<file path="src/rtl/mem_access.sv">
// mem_access: MEM-stage load/store unit issuing one registered request per access on a req/ack data bus.
// Build option MEM_ALIGN_EXC_EN: misaligned halfword/word accesses raise mem_adel/mem_ades instead of being truncated.
`timescale 1ns/1ps
module mem_access (
    input  logic        clk,
    input  logic        rst,
    input  logic [4:0]  ex_wd,
    input  logic        ex_wreg,
    input  logic [31:0] ex_wdata,
    input  logic [3:0]  ex_memop,
    input  logic [31:0] ex_memaddr,
    input  logic [31:0] ex_storedata,
    input  logic [5:0]  stall,
    input  logic        flush,
    output logic        bus_req,
    output logic        bus_we,
    output logic [31:0] bus_addr,
    output logic [3:0]  bus_sel,
    output logic [31:0] bus_wdata,
    input  logic [31:0] bus_rdata,
    input  logic        bus_ack,
    output logic [4:0]  mem_wd,
    output logic        mem_wreg,
    output logic [31:0] mem_wdata,
    output logic        mem_adel,
    output logic        mem_ades,
    output logic        stallreq,
    output logic [1:0]  dbg_state_o
);

    // Bus handshake: bus_req rises with we/addr/sel/wdata and all of them hold until the
    // cycle bus_ack is sampled high; bus_ack is a one-cycle strobe, ignored outside WAIT.
    typedef enum logic [1:0] {
        ST_IDLE = 2'd0,
        ST_WAIT = 2'd1,
        ST_DONE = 2'd2
    } state_t;

    localparam logic [3:0] OP_LB  = 4'd1;
    localparam logic [3:0] OP_LBU = 4'd2;
    localparam logic [3:0] OP_LH  = 4'd3;
    localparam logic [3:0] OP_LHU = 4'd4;
    localparam logic [3:0] OP_LW  = 4'd5;
    localparam logic [3:0] OP_SB  = 4'd6;
    localparam logic [3:0] OP_SH  = 4'd7;
    localparam logic [3:0] OP_SW  = 4'd8;

    state_t      state_q, state_d;
    logic        bus_req_q, bus_req_d;
    logic        bus_we_q, bus_we_d;
    logic [31:0] bus_addr_q, bus_addr_d;
    logic [3:0]  bus_sel_q, bus_sel_d;
    logic [31:0] bus_wdata_q, bus_wdata_d;
    logic [31:0] rdata_q, rdata_d;

    logic        is_load, is_store, is_byte, is_half, is_word, is_signed;
    logic        addr_err, access;
    logic [1:0]  off;
    logic [3:0]  lane_sel;
    logic [31:0] lane_wdata;
    logic [7:0]  ld_byte;
    logic [15:0] ld_half;
    logic [31:0] load_ext;

    always_comb begin
        is_load   = (ex_memop >= OP_LB) && (ex_memop <= OP_LW);
        is_store  = (ex_memop >= OP_SB) && (ex_memop <= OP_SW);
        is_byte   = (ex_memop == OP_LB) || (ex_memop == OP_LBU) || (ex_memop == OP_SB);
        is_half   = (ex_memop == OP_LH) || (ex_memop == OP_LHU) || (ex_memop == OP_SH);
        is_word   = (ex_memop == OP_LW) || (ex_memop == OP_SW);
        is_signed = (ex_memop == OP_LB) || (ex_memop == OP_LH);
`ifdef MEM_ALIGN_EXC_EN
        addr_err  = (is_half && ex_memaddr[0]) || (is_word && (ex_memaddr[1:0] != 2'b00));
`else
        addr_err  = 1'b0;
`endif
        access    = (is_load || is_store) && !addr_err;
        // Offset after forcing natural alignment; only matters when misalignment is not trapped.
        if (is_word)
            off = 2'b00;
        else if (is_half)
            off = {ex_memaddr[1], 1'b0};
        else
            off = ex_memaddr[1:0];
    end

    always_comb begin
        lane_sel   = 4'b1111;
        lane_wdata = ex_storedata;
        if (is_byte) begin
            lane_sel   = 4'b1000 >> off;
            lane_wdata = {4{ex_storedata[7:0]}};
        end else if (is_half) begin
            lane_sel   = off[1] ? 4'b0011 : 4'b1100;
            lane_wdata = {2{ex_storedata[15:0]}};
        end
    end

    // Big-endian lanes: offset 0 is bits [31:24].
    always_comb begin
        case (off)
            2'd0:    ld_byte = bus_rdata[31:24];
            2'd1:    ld_byte = bus_rdata[23:16];
            2'd2:    ld_byte = bus_rdata[15:8];
            default: ld_byte = bus_rdata[7:0];
        endcase
        ld_half  = off[1] ? bus_rdata[15:0] : bus_rdata[31:16];
        load_ext = bus_rdata;
        if (is_byte)
            load_ext = {{24{is_signed & ld_byte[7]}}, ld_byte};
        else if (is_half)
            load_ext = {{16{is_signed & ld_half[15]}}, ld_half};
    end

    always_comb begin
        state_d     = state_q;
        bus_req_d   = bus_req_q;
        bus_we_d    = bus_we_q;
        bus_addr_d  = bus_addr_q;
        bus_sel_d   = bus_sel_q;
        bus_wdata_d = bus_wdata_q;
        rdata_d     = rdata_q;
        case (state_q)
            ST_IDLE: begin
                if (!flush && access) begin
                    state_d     = ST_WAIT;
                    bus_req_d   = 1'b1;
                    bus_we_d    = is_store;
                    bus_addr_d  = {ex_memaddr[31:2], 2'b00};
                    bus_sel_d   = lane_sel;
                    bus_wdata_d = lane_wdata;
                end
            end
            ST_WAIT: begin
                // Flush beats a coincident ack: the returned data is dropped.
                if (flush) begin
                    state_d   = ST_IDLE;
                    bus_req_d = 1'b0;
                end else if (bus_ack) begin
                    state_d   = ST_DONE;
                    bus_req_d = 1'b0;
                    if (is_load)
                        rdata_d = load_ext;
                end
            end
            ST_DONE: begin
                if (flush || !stall[4])
                    state_d = ST_IDLE;
            end
            default: begin
                state_d   = ST_IDLE;
                bus_req_d = 1'b0;
            end
        endcase
    end

    always_ff @(posedge clk or negedge rst) begin
        if (!rst) begin
            state_q     <= ST_IDLE;
            bus_req_q   <= 1'b0;
            bus_we_q    <= 1'b0;
            bus_addr_q  <= 32'd0;
            bus_sel_q   <= 4'd0;
            bus_wdata_q <= 32'd0;
            rdata_q     <= 32'd0;
        end else begin
            state_q     <= state_d;
            bus_req_q   <= bus_req_d;
            bus_we_q    <= bus_we_d;
            bus_addr_q  <= bus_addr_d;
            bus_sel_q   <= bus_sel_d;
            bus_wdata_q <= bus_wdata_d;
            rdata_q     <= rdata_d;
        end
    end

    assign bus_req     = bus_req_q;
    assign bus_we      = bus_we_q;
    assign bus_addr    = bus_addr_q;
    assign bus_sel     = bus_sel_q;
    assign bus_wdata   = bus_wdata_q;
    assign dbg_state_o = state_q;

    assign stallreq  = rst && access && ((state_q == ST_IDLE) || (state_q == ST_WAIT));
    assign mem_adel  = rst && addr_err && is_load;
    assign mem_ades  = rst && addr_err && is_store;
    assign mem_wd    = ex_wd;
    assign mem_wreg  = ex_wreg && !addr_err;
    assign mem_wdata = is_load ? rdata_q : ex_wdata;

    // Only the MEM-stage bit of the stall vector concerns this block.
    logic unused_stall;
    assign unused_stall = ^{stall[5], stall[3:0]};

endmodule

</file>
<file path="config.mk">
export PLATFORM = sky130hd
export DESIGN_NAME = mem_access
export DESIGN_NICKNAME = d
export VERILOG_FILES = /design/src/rtl/mem_access.sv
export SDC_FILE = /design/constraint.sdc
export NUM_CORES = 1
export LEC_CHECK = 0
export CAP_MARGIN = 25
export CELL_PAD_IN_SITES_DETAIL_PLACEMENT = 1
export CELL_PAD_IN_SITES_GLOBAL_PLACEMENT = 2
export CORE_ASPECT_RATIO = 1.25
export CORE_MARGIN = 5
export CORE_UTILIZATION = 22
export DETAILED_ROUTE_END_ITERATION = 10
export PLACE_DENSITY_LB_ADDON = 0.1
export SLEW_MARGIN = 20
export SYNTH_ARGS = -nofsm -noshare
export SYNTH_HDL_FRONTEND = slang
export SYNTH_SLANG_ARGS = --single-unit
</file>
<file path="constraint.sdc">
create_clock -name clk -period 2 [get_ports clk]
set_input_delay 0.4 -clock clk [delete_from_list [all_inputs] [get_ports clk]]
set_output_delay 0.4 -clock clk [all_outputs]
set_load 0.02 [all_outputs]
</file>
# After elaboration in Yosys (flattened, before gate mapping)
# Index checks and enable logic that the tools add are counted.
[totals] reg_bits=102 latch_bits=0 mem_bits_rw=0 rom_bits=0 input_bits=148 out_inout_bits=113 word_cells=74 mem_count=0
[op_classes] addsub=0 mul=0 n_div=0 n_lt_le_gt_ge=4 eq_ne=15 shifts=1 muxes=21 bitwise=4 reduce_logical=22
[ops] cell="$mux 32" count=5
[ops] cell="$pmux 8 s3" count=1
[ops] cell="$eq 4x3->1 const B" count=4
[ops] cell="$mux 16" count=1
[ops] cell="$mux 4" count=3
[ops] cell="$mux 2" count=5
[ops] cell="$logic_or 1x1->1" count=9
[ops] cell="$eq 4x2->1 const B" count=2
[ops] cell="$pmux 2 s3" count=1
[ops] cell="$reduce_and 3->1" count=2
[ops] cell="$logic_and 1x1->1" count=5
[ops] cell="$eq 2x1->1 const B" count=2
[ops] cell="$eq 2x2->1 const B" count=2
[ops] cell="$eq 4x1->1 const B" count=1
[ops] cell="$eq 4x4->1 const B" count=1
[ops] cell="$ge 4x1->1 const B" count=1
[ops] cell="$ge 4x3->1 const B" count=1
[ops] cell="$le 4x3->1 const B" count=1
[ops] cell="$le 4x4->1 const B" count=1
[ops] cell="$logic_not 2->1" count=2
[ops] cell="$mux 1" count=4
[ops] cell="$ne 2x2->1 const B" count=2
[ops] cell="$reduce_and 4->1" count=1
[ops] cell="$shr 4x2->4 const A" count=1
[ops] cell="other kinds (6)" count=9

# Longest topological paths before layout
[logic_depth] depth_word=9 ltp_mapped=9 mapped_depth_nobuf=5

# Worst setup path after synthesis
# OpenSTA, ideal clock, no wires.
[synth_timing] path_type="input port to output port" start="input ex_memop[1]" end="output mem_wdata[21]" arrival_time_ps=1798 t_required_ps=1600 slack_ps=-198 cell_stages=6 n_path_buf=3 cell_sequence="buf_6 > nor3_4 > a211o_1 > buf_2 > buf_1 > mux2_2"
[synth_between] elab_chain_cells=3 word_cells_on_any_way=4 classes_between="2 x order compare; 1 x mux; 1 x reduce/logical"
[synth_rtl] element="start: declaration" line_no="10" text="input logic [3:0] ex_memop,"
[synth_rtl] element="$ge 4x1->1 or $le 4x3->1 (tied branches)" line_no="66" text="is_load = (ex_memop >= OP_LB) && (ex_memop <= OP_LW);"
[synth_rtl] element="$logic_and 1x1->1 (*)" line_no="66"
[synth_rtl] element="$mux 32 (*)" line_no="189" text="assign mem_wdata = is_load ? rdata_q : ex_wdata;"
[synth_rtl] element="end: declaration" line_no="24" text="output logic [31:0] mem_wdata,"
# Every way passes the cells marked *; elsewhere a longest branch is shown, timed or not.

# Final worst setup path
[layout_timing] start="input ex_memop[2]" end="output mem_wdata[19]"
# Same word-level chain as after synthesis.

==> metrics.md <==
| Metric | Value |
|---|---|
| Headroom to the max-slew limit | `0.5774` |
| Final Cell Area | `9595 um2` |
| Port Buffer Count | `between 200 and 250` |
| Clock Latency Late Sink | `between 300 and 400 ps` |
| Fillers | `2769` |
| Cell Chain, Critical Path | `buf_8 -> buf_6 -> a211o_4 -> buf_12 -> buf_16 -> mux2_4 -> buf_6` |
| R2R Setup Slk | `approximately 150 ps` |
| Sw power | `between 2000 and 3000 uW` |
| RSZ-0062 raised after global routing | `true` |
| Worst setup path end | `mem_wdata[19]` |
| Vias per cell | `~4.6` |
| Clk buf depth | `2` |
| Switching part of the total | `0.3512` |
| CP max FO | `6` |
| H-tree Lvls | `3` |
| Total routed wirelength | `between 20 and 25 mm` |
| WL per Instance | `between 20 and 25 um` |
| Die height | `roughly 190 um` |
| Reg-to-Reg End | `rdata_q[0]$_DFFE_PN0P_` |
| Worst-margin pin slew | `634.0 ps` |
| Total GRT Usage | `0.1580` |
| Fin Hold WS | `between 80 and 90 ps` |
| Synth Instances | `498` |
| Hold Vio Cnt, Final | `0` |
| Synth top cells by count | `dfrtp_1 (102), mux2_2 (68), nand2_1 (52)` |
| Share of cells above drive strength 1 | `0.3119` |
| Drt initial violations | `around 140` |
| Max Freq | `approximately 0.48 GHz` |
| TritonCTS clock tree | `done` |
| Fin crit share | `1.051` |
| Post-synth top area share | `0.4557` |
| DR pass1 iterations | `4` |
| CTS Root Cell | `clkbuf_16` |
| Ant diodes | `0` |
| Top cell type by total area after synthesis | `dfrtp_1` |
| Synth Register Bits | `between 100 and 150` |
| Die X | `about 150 um` |
| Clock skew | `between 8 and 9 ps` |
| Crit path max-delay cell type | `a211o_4` |
| Leak | `just under 0.004 uW` |
| Vias | `approximately 5200` |
| Top FF cell, synth | `dfrtp_1` |
| Setup Viol. Count Final | `12` |
| # IOs | `~260` |
| Type of the worst setup path | `input pin to primary output` |
| Post-placement setup slack | `-924.7 ps` |
| Antenna violations before repair | `1` |
| Register clock-pin slew on the reported worst setup and hold paths | `90 ps` |
| Post-placement cell area | `between 8000 and 9000 um2` |
| Initial core utilization | `0.2222` |
| Slowest Stage Delay on Critical Path | `about 370 ps` |
| Clock Sinks | `102` |
| Combinational Power Share | `0.418` |
| Worst Reg-to-Reg Cells | `6` |
| Sequential share of power | `0.363` |
| Reg-to-Reg Start | `dbg_state_o[1]$_DFFE_PN0P_` |
| Dpl hpwl | `17.60 mm` |
| CP Launch Type | `input pin` |
| Critical path capture point type | `primary output` |
| Global placer's final weighted congestion | `0.7786` |
| Most frequent cell after synthesis | `dfrtp_1` |
| DRC Markers | `0` |
| EDFF count, synth | `0` |
| Internal | `approximately 5500 uW` |
| Area Growth Syn to Fin | `71.30%` |
| CP required | `~1600 ps` |
| Most frequent CP cell | `buf_6` |
| Core Region | `25210 um2` |
| Final Net Count | `between 900 and 1000` |
| FFs w/ async S/R, synth | `1.000` |
| Synth cell types | `52` |
| Max cap viols | `0` |
| Num rows | `between 60 and 70` |
| PD cells | `a little under 900 nW/um2` |
| Slew Limit Fails | `0` |
| Maximum VDD drop | `around 400 uV` |
| Hold WC Path Type | `input pin to async pin` |
| First-pass GRT wire length | `approximately 36 mm` |
| DIE AREA | `around 29000 um2` |
| Final antenna-violating net count | `0` |
| Min Clock Period, post-route | `~2100 ps` |
| Total grt overflow | `0` |
| Syn Area/Cell | `about 11 um2` |
| Synth area leaders | `dfrtp_1 (46%), mux2_2 (14%), mux2i_1 (7.3%)` |
| Setup crit start | `ex_memop[2]` |
| Violated checks | `setup timing` |
| Clock buffer count from CTS | `9` |
| Vias in the first global route | `around 6000` |
| PnR worst setup slack | `-101.6 ps` |
| Seq/Total Area, Yosys | `0.4557` |
| Mapped Area | `approximately 5600 um2` |
| Synth Warn # | `0` |
| Clk pwr share | `0.219` |
| Status | `finished, violations left` |
| Largest net degree at the start of global routing | `slightly above 100` |
| Critical path arrival | `around 1700 ps` |
==> cells by family after synthesis <==
logic type	after synthesis	synth area share
AO/OA/AOI/OAI	122	0.1622
XOR/XNOR	2	0.003128
buffers and inverters	49	0.05092
flip-flops	102	0.4557
multiplexers	122	0.2441
other	1	0.0006694
AND/OR/NAND/NOR	100	0.08332
==> cell type report <==
class	instances	area [um2]	share of cell area
inverter	2	8.758	0.0009128
multi-input combinational	350	2970	0.3096
sequential	102	2552	0.2660
tap	335	419.2	0.04368
clock inverter	6	61.31	0.006389
timing repair buffer	325	3344	0.3485
clock buffer	10	239.0	0.02491
==> worst min-delay path by stage <==
stage | start | to | slack, ps | cells past startpoint
finish | rst | rdata_q[17]$_DFFE_PN0P_ | 80 | 2
global route | rst | rdata_q[17]$_DFFE_PN0P_ | 150 | 2
CTS | rst | rdata_q[17]$_DFFE_PN0P_ | 170 | 2
detailed placement | bus_wdata[13]$_DFFE_PN0P_ | bus_wdata[13]$_DFFE_PN0P_ | 470 | 2
global placement | bus_wdata[22]$_DFFE_PN0P_ | bus_wdata[22]$_DFFE_PN0P_ | 470 | 2
floorplan | rst | bus_addr[10]$_DFFE_PN0P_ | 100 | 0
==> metrics by stage <==
stage,power (uW),util,setup TNS [ps],cells
2_1_floorplan,4691,-,-579.5,501
3_3_place_gp,6473,0.3526,-90320,1102
3_5_place_dp,6542,0.3528,-92520,1102
4_1_cts,8515,0.3735,-1644,1129
5_1_grt,8933,0.3806,-1251,1130
6_report,8444,0.3806,-925.8,1130
==> routing by layer <==
metal / wire [um] / GRT usage
met1: 8709 / 0.1675
met2: 12420 / 0.2937
met3: 1702 / 0.05789
met5: 13 / 0
met4: 489 / 0.04320
==> power groups by stage <==
| stage | Sequential [uW] | Combinational [uW] | Clock (uW) |
|---|---|---|---|
| finish | 3070 | 3530 | 1850 |
| global route | 3160 | 3770 | 2000 |
| CTS | 3090 | 3500 | 1920 |
| detailed placement | 3120 | 3420 | 0 |
| global placement | 3110 | 3360 | 0 |
| floorplan | 3440 | 1250 | 0 |
==> sequential cells by signal, indices dropped and copies added, names as in the netlist <==
signal,flops
bus_wdata,32
rdata_q,32
bus_addr,30
bus_sel,4
dbg_state_o,2
bus_req,1
bus_we,1
==> layout by cell type, fill, tap and decap left out, drive strengths merged, types with 2 or more instances in the layout <==
cell type	count
inv	5
a2bb2oi	8
dfrtp	102
clkbuf	12
nor3b	3
o2bb2ai	16
mux2i	41
o21ai	41
a31oi	18
a221oi	8
mux2	81
o32ai	2
nand2b	5
buf	121
o221ai	14
clkinv	2
nor2	25
nor3	3
conb	4
nand3b	2
a211oi	3
nand2	52
a21oi	4
clkdlybuf4s50	200
nor2b	2
==> critical path: cells and delay by family <==
| family | cells | cell delay, ps |
|---|---|---|
| compound gates | 1 | 370 |
| buf+inv | 5 | 630 |
| mux | 1 | 290 |
==> what timing repair did <==
item                                   in CTS  in global routing
setup endpoints to repair                 132                 62
pin swaps                                   6                  7
endpoints found under the hold margin       0                  0
gates resized for setup                   208                 37
hold buffers                                0                  0
gates cloned                                4                  2
setup buffers                               9                  1
(Power assumes the default switching activity.)
